<file path="src/rtl/spi_flash_fetch_ctrl.sv">
// spi_flash_fetch_ctrl
// Fetches one 32-bit little-endian word from a serial flash per request.
// Each request becomes a standard READ (0x03) in SPI mode 0: 8 command bits,
// 24 address bits, then 32 data bits.
// The response is a single-cycle rsp_valid pulse. rsp_data keeps its value
// until the next pulse.
module spi_flash_fetch_ctrl #(
  parameter int CLK_DIV = 2,  // SCK half-period in clk cycles, 1..15
  parameter int CS_HOLD = 2   // minimum cs_n high time in clk cycles, 1..15
) (
  input  logic        clk,
  input  logic        rst,
  input  logic        req_valid,
  output logic        req_ready,
  input  logic [23:0] req_addr,
  output logic        rsp_valid,
  output logic [31:0] rsp_data,
  output logic        busy,
  output logic        spi_cs_n,
  output logic        spi_sck,
  output logic        spi_mosi,
  input  logic        spi_miso
);

  typedef enum logic [2:0] {
    ST_IDLE,
    ST_CMD,
    ST_ADDR,
    ST_DATA,
    ST_DONE,
    ST_GAP
  } state_e;

  localparam logic [7:0] CMD_READ  = 8'h03;
  localparam logic [3:0] DIV_LAST  = 4'(CLK_DIV - 1);
  localparam logic [3:0] HOLD_LAST = 4'(CS_HOLD);
  localparam logic [5:0] BIT_LAST  = 6'd63;
  localparam logic [5:0] ADDR_FIRST = 6'd8;
  localparam logic [5:0] DATA_FIRST = 6'd32;

  state_e      state_q;
  logic [3:0]  div_cnt_q;    // clk cycles spent in the current SCK phase
  logic [5:0]  bit_cnt_q;    // bit index across CMD, ADDR and DATA (0..63)
  logic [31:0] tx_sh_q;      // {command, word-aligned address}, MSB leaves first
  logic [31:0] rx_sh_q;      // data bits in arrival order; byte0 ends in [31:24]
  logic [3:0]  gap_cnt_q;    // cs_n-high cycles elapsed since DONE, inclusive
  logic        req_ready_q;
  logic        busy_q;
  logic        rsp_valid_q;
  logic [31:0] rsp_data_q;
  logic        cs_n_q;
  logic        sck_q;
  logic        mosi_q;

  logic        phase_end;
  logic [5:0]  bit_cnt_d;
  logic        mosi_d;
  logic [31:0] rsp_data_d;
  logic        unused_addr_lsbs;

  // The two low address bits are dropped: every fetch is word aligned.
  assign unused_addr_lsbs = ^req_addr[1:0];

  // The current SCK half-period ends on this clk cycle.
  assign phase_end = (div_cnt_q == DIV_LAST);

  // Index of the bit that starts at the next SCK falling edge.
  assign bit_cnt_d = bit_cnt_q + 6'd1;

  // The next MOSI bit comes from the shifter until the address is fully sent.
  // MOSI is held at 0 for the whole data phase.
  assign mosi_d = ~bit_cnt_d[5] & tx_sh_q[30];

  // Byte0 arrives first and lands in the top byte of rx_sh_q.
  // Swap the bytes so the returned word is little-endian.
  assign rsp_data_d = {rx_sh_q[7:0], rx_sh_q[15:8], rx_sh_q[23:16], rx_sh_q[31:24]};

  // Transaction sequencer. Every output comes straight from a register.
  // NOTE: every register here uses non-blocking (<=) assignments. Each branch
  // then reads the values from before this edge, whatever order the branches run in.
  always_ff @(posedge clk) begin
    if (rst) begin
      state_q     <= ST_IDLE;
      div_cnt_q   <= '0;
      bit_cnt_q   <= '0;
      tx_sh_q     <= '0;
      rx_sh_q     <= '0;
      gap_cnt_q   <= '0;
      req_ready_q <= 1'b1;
      busy_q      <= 1'b0;
      rsp_valid_q <= 1'b0;
      rsp_data_q  <= '0;
      cs_n_q      <= 1'b1;
      sck_q       <= 1'b0;
      mosi_q      <= 1'b0;
    end else begin
      // rsp_valid is high for one cycle only: it is set again only on the DONE entry.
      rsp_valid_q <= 1'b0;

      case (state_q)
        ST_IDLE: begin
          if (req_valid && req_ready_q) begin
            state_q     <= ST_CMD;
            tx_sh_q     <= {CMD_READ, req_addr[23:2], 2'b00};
            mosi_q      <= CMD_READ[7];
            cs_n_q      <= 1'b0;
            sck_q       <= 1'b0;
            div_cnt_q   <= '0;
            bit_cnt_q   <= '0;
            req_ready_q <= 1'b0;
            busy_q      <= 1'b1;
          end
        end

        ST_CMD, ST_ADDR, ST_DATA: begin
          if (!phase_end) begin
            div_cnt_q <= div_cnt_q + 4'd1;
          end else begin
            div_cnt_q <= '0;
            if (!sck_q) begin
              // Rising edge: the flash output has been stable for a full low phase.
              sck_q <= 1'b1;
              if (state_q == ST_DATA) begin
                rx_sh_q <= {rx_sh_q[30:0], spi_miso};
              end
            end else begin
              // Falling edge: end of the bit. Start the next bit or finish.
              sck_q <= 1'b0;
              if (bit_cnt_q == BIT_LAST) begin
                state_q     <= ST_DONE;
                cs_n_q      <= 1'b1;
                mosi_q      <= 1'b0;
                rsp_valid_q <= 1'b1;
                rsp_data_q  <= rsp_data_d;
              end else begin
                bit_cnt_q <= bit_cnt_d;
                tx_sh_q   <= {tx_sh_q[30:0], 1'b0};
                mosi_q    <= mosi_d;
                if (bit_cnt_d == ADDR_FIRST) begin
                  state_q <= ST_ADDR;
                end else if (bit_cnt_d == DATA_FIRST) begin
                  state_q <= ST_DATA;
                end
              end
            end
          end
        end

        ST_DONE: begin
          // DONE is the first cs_n-high cycle. The gap counter starts at the second.
          gap_cnt_q <= 4'd2;
          if (HOLD_LAST <= 4'd1) begin
            state_q     <= ST_IDLE;
            req_ready_q <= 1'b1;
            busy_q      <= 1'b0;
          end else begin
            state_q <= ST_GAP;
          end
        end

        ST_GAP: begin
          if (gap_cnt_q >= HOLD_LAST) begin
            state_q     <= ST_IDLE;
            req_ready_q <= 1'b1;
            busy_q      <= 1'b0;
          end else begin
            gap_cnt_q <= gap_cnt_q + 4'd1;
          end
        end

        default: begin
          state_q     <= ST_IDLE;
          cs_n_q      <= 1'b1;
          sck_q       <= 1'b0;
          mosi_q      <= 1'b0;
          req_ready_q <= 1'b1;
          busy_q      <= 1'b0;
        end
      endcase
    end
  end

  assign req_ready = req_ready_q;
  assign busy      = busy_q;
  assign rsp_valid = rsp_valid_q;
  assign rsp_data  = rsp_data_q;
  assign spi_cs_n  = cs_n_q;
  assign spi_sck   = sck_q;
  assign spi_mosi  = mosi_q;

endmodule
</file>
<file path="config.mk">
export PLATFORM = sky130hd
export DESIGN_NAME = spi_flash_fetch_ctrl
export DESIGN_NICKNAME = d
export VERILOG_FILES = /design/src/rtl/spi_flash_fetch_ctrl.sv
export SDC_FILE = /design/constraint.sdc
export NUM_CORES = 1
export LEC_CHECK = 0
export BUFFER_PORTS_ARGS = -buffer_cell sky130_fd_sc_hd__buf_2
export CORE_ASPECT_RATIO = 0.75
export CORE_MARGIN = 5
export CORE_UTILIZATION = 57
export DETAILED_ROUTE_END_ITERATION = 16
export PLACE_DENSITY = 0.82
export SLEW_MARGIN = 20
export SYNTH_ARGS = -nofsm -noshare
export SYNTH_HDL_FRONTEND = slang
export SYNTH_SLANG_ARGS = --single-unit
export TNS_END_PERCENT = 1
</file>
<file path="constraint.sdc">
create_clock -name clk -period 2.8 [get_ports clk]
set_clock_uncertainty 0.2 [all_clocks]
set_input_delay 0.42 -clock clk [delete_from_list [all_inputs] [get_ports clk]]
set_output_delay 0.42 -clock clk [all_outputs]
set_load 0.1 [all_outputs]
</file>
# Yosys cells after proc, flatten, opt, wreduce, memory -nomap -nowiden
# Cells that the tools add are included.
# op_classes
addsub,3
n_lt_le_gt_ge,1
eq_ne,17
muxes,41
n_bitwise,7
n_reduce_logical,18
# ops
cell,count
2-to-1 mux 31 bit,4
one-hot mux 31 bit (2 select lines),1
2-to-1 mux 6 bit,4
2-to-1 mux 3 bit,7
one-hot mux 4 bit (2 select lines),2
one-hot mux 1 bit (3 select lines),5
AND reduction 5 bit,3
"!= test 2 bit, second input constant",7
2-to-1 mux 1 bit,13
"equality test 6 bit, second input constant",2
2-to-1 mux 4 bit,3
one-hot mux 3 bit (4 select lines),1
one-hot mux 6 bit (2 select lines),1
AND reduction 4 bit,3
"adder 4 x 1 -> 4 bit, second input constant",2
OR reduction 4 bit,2
"adder 6 x 1 -> 6 bit, second input constant",1
"equality test 3 x 2 -> 1 bit, second input constant",2
"equality test 3 bit, second input constant",2
"equality test 6 x 4 -> 1 bit, second input constant",1
NOT 1 bit,6
AND reduction 3 bit,2
"equality test 4 x 1 -> 1 bit, second input constant",1
">= comparator 4 x 2 -> 1 bit, second input constant",1
9 further kinds,11
# word_totals
regBits,118
inputBits,28
word_cells,100

# Logic depth before layout (Yosys ltp)
# depth
ltp_word,8
mapped_depth,8
mapped_depth_nobuf,6

# Least setup slack after synthesis
# Ideal clock, no wire load.
# synth_path
path_type,reg-to-reg
start,"reg sck_q, in the netlist spi_sck"
end,reg tx_sh_q[10]
arrival_ns,2.114
required_ns,2.479
path_slack_ns,0.364
stages_incl_launch_ff,6
n_path_buf,1
period_less_slack_ns,2.436
cell_sequence,dfxtp_1 nand4bb_4 a21oi_4 o21ai_4 buf_12 mux2_4
# synth_via
elab_chain_len,2
# synth_rtl
item,line_no,rtl
"start, declared",52,logic sck_q;
"start signal, assigned",94,sck_q <= 1'b0;
"start signal, assigned",107,sck_q <= 1'b0;
"start signal, assigned",122,sck_q <= 1'b1;
!= test 2 bit (no source line),-,
AND reduction 5 bit (no source line),-,
"end signal, assigned",104,"tx_sh_q <= {CMD_READ, req_addr[23:2], 2'b00};"
"end signal, assigned",137,"tx_sh_q <= {tx_sh_q[30:0], 1'b0};"
"end, declared",44,logic [31:0] tx_sh_q;
# No other way between the ends.
# A chain may end at the register's enable or synchronous reset.

# Worst setup path after layout
# layout_path
start,reg bit_cnt_q[0]
end,reg tx_sh_q[7]
# layout_via
elab_chain_len,3
# layout_rtl
item,line_no,rtl
"start, declared",43,logic [5:0] bit_cnt_q;
"start signal, assigned",136,bit_cnt_q <= bit_cnt_d;
equality test 6 bit,129,if (bit_cnt_q == BIT_LAST) begin
!= test 2 bit (no source line),-,
AND reduction 5 bit (no source line),-,
# No other way between the ends.

==> metrics.txt <==
status finished, final reports clean; critical path data arrival time 2.53 ns; crit-path max FO 14; GRT Residual Overflow 0; CP max stage cell and4_1; headroom to the max-slew limit 46.2%; Synth-to-Final Area Change 19.3%; placed cells 746; htree depth 4; Top Family by Delay on Critical Path simple AND/OR/NAND/NOR gates; Syn Inst Count 607; TritonCTS clock tree yes; setup_tns 0 ns; antenna diode count 0; non-filler instance count after layout 778; Setup crit end kind flip-flop; CORE AREA 8600 um2; syn_nets 640; Final period util 86.9%; clock transition at the registers of the reported paths 0.05 ns; Setup CP Type flip-flop to flip-flop; later-pin clock latency in the skew report 0.41 ns; most frequent cell after synthesis nand2_1; Hold Crit Class input pin to flip-flop; worst-path cell chain ha_1, and4_1, a21oi_4, o21ai_4, buf_4, mux2_2; Die H 91.8 um; max_cap viols 0; num ports 66; Synth area leader dfxtp_1; Hold Startpoint spi_miso; R2R setup slack 0.37 ns; Netlist cell types 57; CP Data Required Time 2.90 ns; root buffer cell clkbuf_16; Hold Path Cell Cnt 3; Seq/Total Area, Yosys 45.6%; Hold WS 0.0572 ns; RSZ-0062 raised after global routing false; WHS Endpoint rx_sh_q[0]; vias 4392; Rows 29; vias in the first global route 4056; R2R cell count 6; number of remaining DRC errors 0; DP Worst Slack 0.428 ns; drt wl/cell 14.7 um; cts bufs inserted 17; Setup violations, final 0; Worst R2R End tx_sh_q[7]; share of cells above drive strength 1 21.2%; vias per inst 5.65; pin count of the biggest net entering global routing 77; initial antenna violation count 0; number of cells on the critical path 6; Max stage delay on crit path 0.45 ns; synthesized area 5090 um2; Achievable Freq 411 MHz; Leak 2.41 nW; syn avg cell area 8.39 um2; fin nets 690; VDD IR max 0.561 mV; CTS resizes 0; Worst R2R Start bit_cnt_q[0]; global-route wire length before repair 19000 um; Post-synth EDFFs 0; Slew Limit Fails 0; GPL Wtd Cong 0.842; Buffers on Ports 63; antenna violation net count after detailed routing 0; fin crit period 2.43 ns; hold_buf cts 0; Worst Tran Pin Value 0.787 ns; Horiz. Die Dim 119 um; final hold violations 0; fin worst setup slack 0.366 ns; Detailed Route WL 11400 um; drt pass-1 iters 5; Buf/Inv on CP 1; Clock Sinks 116; DRT iter0 DRCs 354; clk buf depth 2; synth cell count leaders nand2_1 (186), dfxtp_1 (116), a21oi_1 (97), clkbuf_1 (24), nor2b_1 (23); die area 10900 um2; share of the synthesized area in the top cell type 45.6%; asr flop ratio synth 0%; hpwl dp 7040 um; initial core utilization 59.2%; Synth Warn # 0; ranking of synthesized cells by area dfxtp_1 (46%), nand2_1 (14%), a21oi_1 (9.5%), mux2_4 (4.4%), nor2b_1 (2.8%); power per cell area 745 nW/um2; main flop type after synthesis dfxtp_1; postcts setup bufs 0; gr usage total 21.1%; synthesized flop and latch total 116; Startpoint Class flip-flop
cell families (layout without fill, tap and decap cells):
kind of cell             after synthesis  in the layout  share of synthesized area [%]
AO/OA/AOI/OAI                        140            140                           16.9
buffers and inverters                 53            116                           5.06
adder cells (fa/ha/maj)                5              5                           1.23
flip-flops                           116            116                           45.6
multiplexers                          31             31                           7.77
AND/OR/NAND/NOR                      262            262                           23.5
flip-flops by register name (all words and copies together) (netlist names):
| name | count |
|---|---|
| state_q | 3 |
| div_cnt_q | 4 |
| spi_sck | 1 |
| rsp_valid | 1 |
| rsp_data | 32 |
| busy | 1 |
| gap_cnt_q | 4 |
| spi_mosi | 1 |
| bit_cnt_q | 6 |
| rx_sh_q | 32 |
| req_ready | 1 |
| tx_sh_q | 29 |
| spi_cs_n | 1 |
where the power goes:
group	internal [mW]	switching, mW
Clock	1.65	0.765
Sequential	1.70	0.0343
Combinational	0.156	0.221
area by class of cell:
cell class	count	area, um2
multi-input cells	438	2510
fillers	673	2530
inverters	10	37.5
clock inverters	12	200
repair buffers	74	400
flip-flops and latches	116	2320
clock buffers	20	467
well taps	108	135
per-layer routing:
metal / global-route usage (%) / routed length (um)
met1: 27.0 / 5170
met2: 33.8 / 5350
met3: 5.90 / 716
met4: 8.49 / 200
met5: 0 / 0
worst max path at each step:
stage                            start          end  slack, ns
after detailed placement  bit_cnt_q[0]   tx_sh_q[7]       0.43
after global routing      bit_cnt_q[0]   tx_sh_q[3]       0.26
after floorplan                spi_sck  tx_sh_q[10]       0.36
after global placement    bit_cnt_q[0]   tx_sh_q[3]       0.48
final                     bit_cnt_q[0]   tx_sh_q[7]       0.37
after CTS                 bit_cnt_q[0]   tx_sh_q[7]       0.39
stage by stage:
step / power (mW) / utilization [%] / cell area, um2
after floorplan: 2.08 / - / 5090
after global placement: 2.13 / 62.9 / 5410
after detailed placement: 2.14 / 62.9 / 5410
after CTS: 4.55 / 70.6 / 6070
after global routing: 4.67 / 70.6 / 6070
final: 4.53 / 70.6 / 6070
cells in the final DEF, fill, tap and decap left out, drive strengths merged, types with 5 or more instances in the layout:
cell and instances:
o21ai 6, nand4 5, clkbuf 20, mux2 23, bufinv 5, mux2i 8, a21oi 98, nor2b 23
nor2 13, dfxtp 116, nand2 186, inv 10, buf 74, nand3 8, a211oi 6, ha 5
tightest hold or removal path, stage by stage:
cell     delay (ns)
buf_2          0.10
nand2_1        0.05
a21oi_1        0.05
Power figures use the tool's default switching activity.
